### src/rtl/wash_sequencer.sv
// wash_sequencer: steps a latched eight-phase wash program on the unit tick and drives the actuators.
// Optional door interlock: define WASH_SEQ_DOOR_LOCK_EN to add doorClosed/doorLock.
module wash_sequencer #(
  parameter int PHASE_UNIT = 1
) (
  input  logic        cp,
  input  logic        reset,
  input  logic        tick,
  input  logic        start,
  input  logic        pauseBtn,
  input  logic        abort,
  input  logic [25:0] program_word,
`ifdef WASH_SEQ_DOOR_LOCK_EN
  input  logic        doorClosed,
  output logic        doorLock,
`endif
  output logic        busy,
  output logic        paused,
  output logic [2:0]  phase,
  output logic [3:0]  phaseLeft,
  output logic [6:0]  totalLeft,
  output logic        inletValve,
  output logic        drainValve,
  output logic        motor,
  output logic        motorFast,
  output logic        done
);
  typedef enum logic [1:0] {IDLE, RUN, PAUSE, FINISH} state_t;
  state_t state;
  logic [25:0] prog;
  logic [7:0] sub;
  logic [3:0] nxt_start, nxt_run;
  logic door_ok, unit_done, run;
  function automatic logic [3:0] flen(input logic [25:0] p, input logic [2:0] i);
    case (i)
      3'd0: return {1'b0, p[25:23]};
      3'd1: return p[22:19];
      3'd2: return {1'b0, p[18:16]};
      3'd3: return {1'b0, p[15:13]};
      3'd4: return {1'b0, p[12:10]};
      3'd5: return p[9:6];
      3'd6: return {1'b0, p[5:3]};
      default: return {1'b0, p[2:0]};
    endcase
  endfunction
  // lowest nonzero phase at or above 'from'; 8 means none left
  function automatic logic [3:0] next_nz(input logic [25:0] p, input logic [3:0] from);
    logic [3:0] r;
    r = 4'd8;
    for (int k = 7; k >= 0; k--)
      if (4'(k) >= from && flen(p, 3'(k)) != 4'd0) r = 4'(k);
    return r;
  endfunction
  function automatic logic [6:0] total(input logic [25:0] p);
    logic [6:0] s;
    s = '0;
    for (int k = 0; k < 8; k++) s = s + {3'd0, flen(p, 3'(k))};
    return s;
  endfunction
`ifdef WASH_SEQ_DOOR_LOCK_EN
  assign door_ok = doorClosed;
  assign doorLock = busy;
`else
  assign door_ok = 1'b1;
`endif
  assign nxt_start = next_nz(program_word, 4'd0);
  assign nxt_run = next_nz(prog, {1'b0, phase} + 4'd1);
  assign unit_done = tick && sub == 8'(PHASE_UNIT - 1);
  always_ff @(posedge cp) begin
    if (reset) begin
      state <= IDLE;
      prog <= '0;
      sub <= '0;
      phase <= '0;
      phaseLeft <= '0;
      totalLeft <= '0;
    end else if (abort) begin
      state <= IDLE;
      sub <= '0;
      phase <= '0;
      phaseLeft <= '0;
      totalLeft <= '0;
    end else begin
      case (state)
        IDLE: if (start && door_ok) begin
          prog <= program_word;
          sub <= '0;
          phase <= nxt_start[3] ? 3'd0 : nxt_start[2:0];
          phaseLeft <= nxt_start[3] ? 4'd0 : flen(program_word, nxt_start[2:0]);
          totalLeft <= total(program_word);
          state <= nxt_start[3] ? FINISH : RUN;
        end
        RUN: if (pauseBtn || !door_ok) state <= PAUSE;
        else if (tick) begin
          sub <= unit_done ? 8'd0 : sub + 8'd1;
          if (unit_done) begin
            totalLeft <= (totalLeft == 7'd0) ? 7'd0 : totalLeft - 7'd1;
            if (phaseLeft == 4'd1) begin
              phase <= nxt_run[3] ? 3'd0 : nxt_run[2:0];
              phaseLeft <= nxt_run[3] ? 4'd0 : flen(prog, nxt_run[2:0]);
              state <= nxt_run[3] ? FINISH : RUN;
            end else phaseLeft <= phaseLeft - 4'd1;
          end
        end
        PAUSE: if (pauseBtn && door_ok) state <= RUN;
        default: state <= IDLE;
      endcase
    end
  end
  assign run = state == RUN;
  assign busy = run || state == PAUSE;
  assign paused = state == PAUSE;
  assign done = state == FINISH;
  assign inletValve = run && phase[1:0] == 2'b00;
  assign drainValve = run && phase[1];
  assign motor = run && phase[0];
  assign motorFast = run && &phase[1:0];
endmodule
### config.mk
export PLATFORM = sky130hd
export DESIGN_NAME = wash_sequencer
export DESIGN_NICKNAME = d
export VERILOG_FILES = /design/src/rtl/wash_sequencer.sv
export SDC_FILE = /design/constraint.sdc
export NUM_CORES = 1
export LEC_CHECK = 0
export ABC_CLOCK_PERIOD_IN_PS = 8100
export BUFFER_PORTS_ARGS = -buffer_cell sky130_fd_sc_hd__buf_2
export CAP_MARGIN = 15
export CORE_AREA = 3 3 84 86
export DETAILED_ROUTE_END_ITERATION = 10
export DIE_AREA = 0 0 87 89
export GPL_TIMING_DRIVEN = 0
export PLACE_DENSITY_LB_ADDON = 0.3
export SKIP_CTS_REPAIR_TIMING = 1
export SLEW_MARGIN = 20
export SYNTH_ARGS = -nofsm -noshare
export SYNTH_HDL_FRONTEND = slang
export SYNTH_SLANG_ARGS = --single-unit
### constraint.sdc
create_clock -name cp -period 8.1 [get_ports cp]
set_clock_uncertainty 0.1 [all_clocks]
set_input_delay 0.81 -clock cp [delete_from_list [all_inputs] [get_ports cp]]
set_output_delay 0.81 -clock cp [all_outputs]
set_load 0.05 [all_outputs]
=== Word level (Yosys, flattened, before mapping) ===
Index checks and enable logic that the tools add are counted.

* Register bits: 50
* Bits in latches: 0
* Memory bits (writable): 0
* Memory bits (read-only): 0
* Input port bits: 32
* Output and inout bits: 21
* Word-level logic and storage cells: 181
* Memories: 0

* $add $sub $neg: 11
* Multipliers: 0
* Divide/modulo/power cells: 0
* $lt $le $gt $ge: 8
* Eq/ne operators: 25
* Shifts and indexed selects: 0
* Muxes and demuxes: 86
* Bitwise gates (word level): 1
* Reduce and logical (&&, ||, !) cells: 44

{| class="wikitable"
|+ Operator list
! cell !! count
|-
| $mux 4 || 55
|-
| $reduce_bool 4->1 || 16
|-
| $pmux 4 s7 || 2
|-
| $mux 7 || 5
|-
| $mux 8 || 4
|-
| $add 7x4->7 || 4
|-
| $mux 3 || 7
|-
| $eq 3x3->1 const B || 6
|-
| $ge 3x4->1 const A || 4
|-
| $mux 2 || 8
|-
| $pmux 8 s2 || 1
|-
| $pmux 7 s2 || 1
|-
| $logic_and 1x1->1 || 13
|-
| $eq 3x2->1 const B || 4
|-
| $ne 2x2->1 const B || 5
|-
| $reduce_and 5->1 || 2
|-
| $add 8x1->8 const B || 1
|-
| $ge 1x4->1 const A || 2
|-
| $ge 2x4->1 const A || 2
|-
| $logic_not 8->1 || 1
|-
| $pmux 4 s2 || 1
|-
| $add 6x4->7 || 1
|-
| $logic_not 7->1 || 1
|-
| $sub 7x1->7 const B || 1
|-
| other kinds (23) || 28
|}

=== Longest topological paths before layout ===
* Word-level depth: 19
* Gate-level depth with buffers: 16
* Depth with buffers taken out: 16

=== Worst setup path after synthesis ===
Ideal clock, no wire load.

* Path kind: input -> register
* Start point: input port program_word[2]
* End point: register totalLeft[4]
* Setup time: 0.132 ns
* Arrival time: 3.830 ns
* Required time: 7.868 ns
* Setup slack: 4.037 ns
* Stages on the path: 11
* Path buffers: 0
* Path through: fa_1 -> fa_1 -> fa_1 -> fa_1 -> ha_1 -> inv_1 -> fa_1 -> xor2_1 -> nor2_1 -> o21ai_0 -> a21oi_1

* Longest elaborated chain between the ends: 7

{| class="wikitable"
|+ RTL lines
! item !! line !! source
|-
| start, declared || 12 || <nowiki>input logic [25:0] program_word,</nowiki>
|-
| $mux 4 || 85 || <nowiki>IDLE: if (start && door_ok) begin</nowiki>
|-
| $mux 4 || 84 || <nowiki>case (state)</nowiki>
|-
| $mux 4 || 77 || <nowiki>end else if (abort) begin</nowiki>
|-
| $mux 4 || 70 || <nowiki>if (reset) begin</nowiki>
|-
| $add 7x4->7 || 57 || <nowiki>for (int k = 0; k < 8; k++) s = s + {3'd0, flen(p, 3'(k))};</nowiki>
|-
| $mux 7 || 85 ||
|-
| $pmux 7 s2 || 84 ||
|-
| end signal, assigned || 90 || <nowiki>totalLeft <= total(program_word);</nowiki>
|-
| end signal, assigned || 97 || <nowiki>totalLeft <= (totalLeft == 7'd0) ? 7'd0 : totalLeft - 7'd1;</nowiki>
|-
| end, declared || 21 || <nowiki>output logic [6:0] totalLeft,</nowiki>
|}

No other way between the ends. The select of a mux whose other input is x is not followed.
A chain may end at the register's enable or synchronous reset.

=== Worst setup path after layout ===
* Start point: input port program_word[2]
* End point: register totalLeft[6]

Same word-level chain as after synthesis.

==> metrics list <==
* Largest stage delay on the critical path: 550 ps
- At the placement stage, the worst setup path has a slack of 3620 ps.
- TritonCTS built the clock tree.
- Worst-path maximum fanout: 5
* Worst path top cell family by delay: adder cells
- Among all flip-flop cells after synthesis, the most frequent one is dfxtp_1.
- Of the total power, the share spent switching nets is 0.413.
* Hold Vio Cnt, Final: 0
- Clock tree synthesis inserted a total of 5 buffers.
* ANT cells: 0
- Achievable frequency: 240 MHz
- Fraction of final layout cells sized beyond drive strength 1: 0.135
- Fraction of the yosys area taken by sequential cells: 0.253
- At the worst endpoint, the arrival time is 4320 ps.
* Path type of the worst setup path: in2reg
* Setup WS post-layout: 3940 ps
* Final critical path time including I/O delays and setup: 4160 ps
- In this run the cell area measured after placement is 4310 um2.
* Per-cell routed wire length: 17.3 um
* Setup TNS after final layout: 0 ps
- The share of total power dissipated in sequential elements is 0.317.
* Clock tree root buffer cell: clkbuf_8
- CP startpoint kind: primary input
- Setup-violating endpoint count in the final report: 0
* Number of nets produced by synthesis: 588
* Count of buffer and inverter cells on the critical path: 3
- Placed Cells incl. Taps: 640
* GRT Total Usage: 0.301
* Total met2 wirelength after detailed routing: 5110 um
* Worst hold margin: 379 ps
* Top-area cell type share of the netlist area: 0.253
- Routability congestion estimate from global placement: 0.975
* Sequential cell area: 1000 um2
* Pin count of the biggest net entering global routing: 18
- Yosys printed 0 warnings.
- Summed over all cells, the static leakage comes to 1.85 nW.
- Number of cells in the finished layout apart from fillers: 648
- STA classifies the critical path endpoint as a flop.
* Met3 WL: 900 um
* Number of max-slew violations in the final report: 0
- For this design the total switching power over the nets is 0.361 mW.
- The run finished with clean final reports.
- Clock input transition at the sequential cells of the worst setup and hold paths: 100 ps
- VDD sags by at most 0.149 mV.
* Floorplan die width: 87 um
* Core Footprint: 6350 um2
- Relative slew slack: 0.451
- Summed over all nets, the half-perimeter wirelength after detailed placement is 8970 um.
- Setup repair after global routing left no endpoint under its margin.
- Across the run, the number of max-cap violations was 0.
- The floorplan has 29 rows.
* Kind of path behind the tightest hold check: reg2reg
* Combinational Power Share: 0.464
- Most numerous cell types in the synthesized netlist: nand2_1 (83), a21oi_1 (63), dfxtp_1 (50)
* Buffer depth of the longest clock path: 2
- For this block, wires on met1 add up to 4980 um.
- The net count of the finished layout is 646.
- Worst-skew pair later-pin latency: 320 ps
* Overall power consumption: 0.873 mW
* Number of detailed-routing iterations run before antenna repair: 6
* Synthesized area divided by synthesized cell count: 7.72 um2
- The signal on the critical path passes through buf_2 > fa_1 > fa_1 > fa_1 > fa_1 > ha_1 > inv_1 > fa_1 > inv_1 > a21oi_1 > o21bai_1 > a32oi_1 > nor2_1.
- From synthesis to final layout, the design area changed by 11.8%.
* Final Core Density: 0.696
- Cell repeated most along the worst path: fa_1
- Via density per instance: 6.21
* EDFF count, synth: 0
* Antenna violations before repair: 0
* Number of distinct library cells after synthesis: 62
- Count of boundary I/O pins: 53
- Starting density of the core: 0.623
- Number of fill cells: 537
* Overall die height: 89 um
* Synth area leader: dfxtp_1
- The highest metal layer carrying signal wires in the routed design is met4.
- Power Internal: 0.512 mW
* CP max-delay cell: fa_1
- In the post-synthesis netlist, the cell with the most instances is nand2_1.
- Ranked by total cell area, the synthesized netlist is headed by dfxtp_1 (25%), fa_1 (9.6%), a21oi_1 (8.0%), ha_1 (7.9%), nand2_1 (7.9%).
- Of the total power, the clock network draws 0.218.
- After detailed routing, the number of remaining DRC violations is 0.
- Syn Std Cell Area: 3950 um2
- CTS built an H-tree with a depth of 2.
- Required time at the endpoint of the critical path: 8260 ps
- Global-route wire length before repair: 18400 um
- The routed design has 11200 um of wire.
- Across all layers, the routed design uses 4024 vias.
* Crit share post-route: 0.513
- The synthesized design contains 50 register bits.
- Summed over all layers, the global routing overflow is 0.
* Slew @ Worst Pin: 819 ps
- DIE AREA: 7740 um2
- The number of global-route vias before repair was 3823.
- Synthesized instance count: 512
- Routed Antenna Nets: 0
* Clock sink count: 50
- Dividing total power by cell area gives a power density of 197 nW/um2.
- The count of buffers added on input and output ports is 51.
- The multi-input combinational cells in the finished layout cover a total of 2730 um2.
- Count of routing violations after the opening detailed-route iteration: 387
- Asr flop ratio synth: 0
* Final std cell area, no fill: 4420 um2
==> cells by family after synthesis <==
group / count (synthesis) / share of synthesized area
and+or+nand+nor: 190 / 0.218
AOI/OAI and AO/OA: 152 / 0.254
buffers and inverters: 58 / 0.0563
DFF: 50 / 0.253
adders and majority gates: 44 / 0.175
xor gates and xnor gates: 9 / 0.0199
muxes: 9 / 0.0234
==> layout make-up <==
cell class,instances,share of cell area
timing repair buffer,51,0.0577
clock buffer,5,0.0156
clock inverter,3,0.0108
multi-input combinational,404,0.617
tap,77,0.0218
sequential,50,0.226
buffer,16,0.0147
inverter,42,0.0357
==> worst reg2reg max path: stages (launching register included) <==
cell      delay [ps]
dfxtp_1          470
inv_1            150
ha_1             200
or2b_1           290
a21oi_1          380
a21oi_1          190
nor2_2           390
mux2i_1          230
o22ai_1           90
a211oi_1         330
o221ai_1         180
==> state kept, by name, indices dropped and copies added, names as in the netlist <==
| signal | count |
|---|---|
| sub | 8 |
| prog | 26 |
| totalLeft | 7 |
| phaseLeft | 4 |
| phase | 3 |
| state | 2 |
==> cell usage in the layout, fill, tap and decap left out, types with 3 or more instances in the layout <==
master     n
a22oi_1    3
o211ai_1  10
nand2_1   83
mux2i_1    7
nand4_1    6
a21o_1     5
clkbuf_1  13
fa_1      19
nand2b_1   4
ha_1      25
nand3_1    7
o22ai_1    3
nor3_1    19
inv_1     42
nor4_1     6
or3_1      9
a211oi_1   7
a21oi_1   63
or4_1      4
o21ai_0   24
and2_1     4
dfxtp_1   50
buf_2     52
or2_2      4
nor2_1    39
xor2_1     5
xnor2_1    4
clkbuf_8   5
==> path summary, 6_finish.rpt <==
path	start	end	slack, ps	depth (start not counted)
setup / recovery	program_word[2]	totalLeft[6]	3940	13
hold / removal	prog[18]	prog[18]	380	2
setup reg to reg	phase[1]	phaseLeft[1]	4980	10
hold reg to reg	prog[18]	prog[18]	380	2
==> metal layers <==
layer  vias to the layer above  GRT usage
li1                       1925          -
met1                      1899      0.406
met2                       176      0.500
met3                        24     0.0516
met4                         0     0.0822
met5                         -          0
==> power by group through the flow <==
stage / Clock (mW) / Sequential (mW) / Combinational [mW]
4_1_cts: 0.189 / 0.276 / 0.403
5_1_grt: 0.199 / 0.279 / 0.451
3_3_place_gp: 0 / 0.281 / 0.383
2_1_floorplan: 0 / 0.302 / 0.274
6_report: 0.191 / 0.277 / 0.405
3_5_place_dp: 0 / 0.282 / 0.400
No activity file was read; power rests on OpenSTA's default activity.
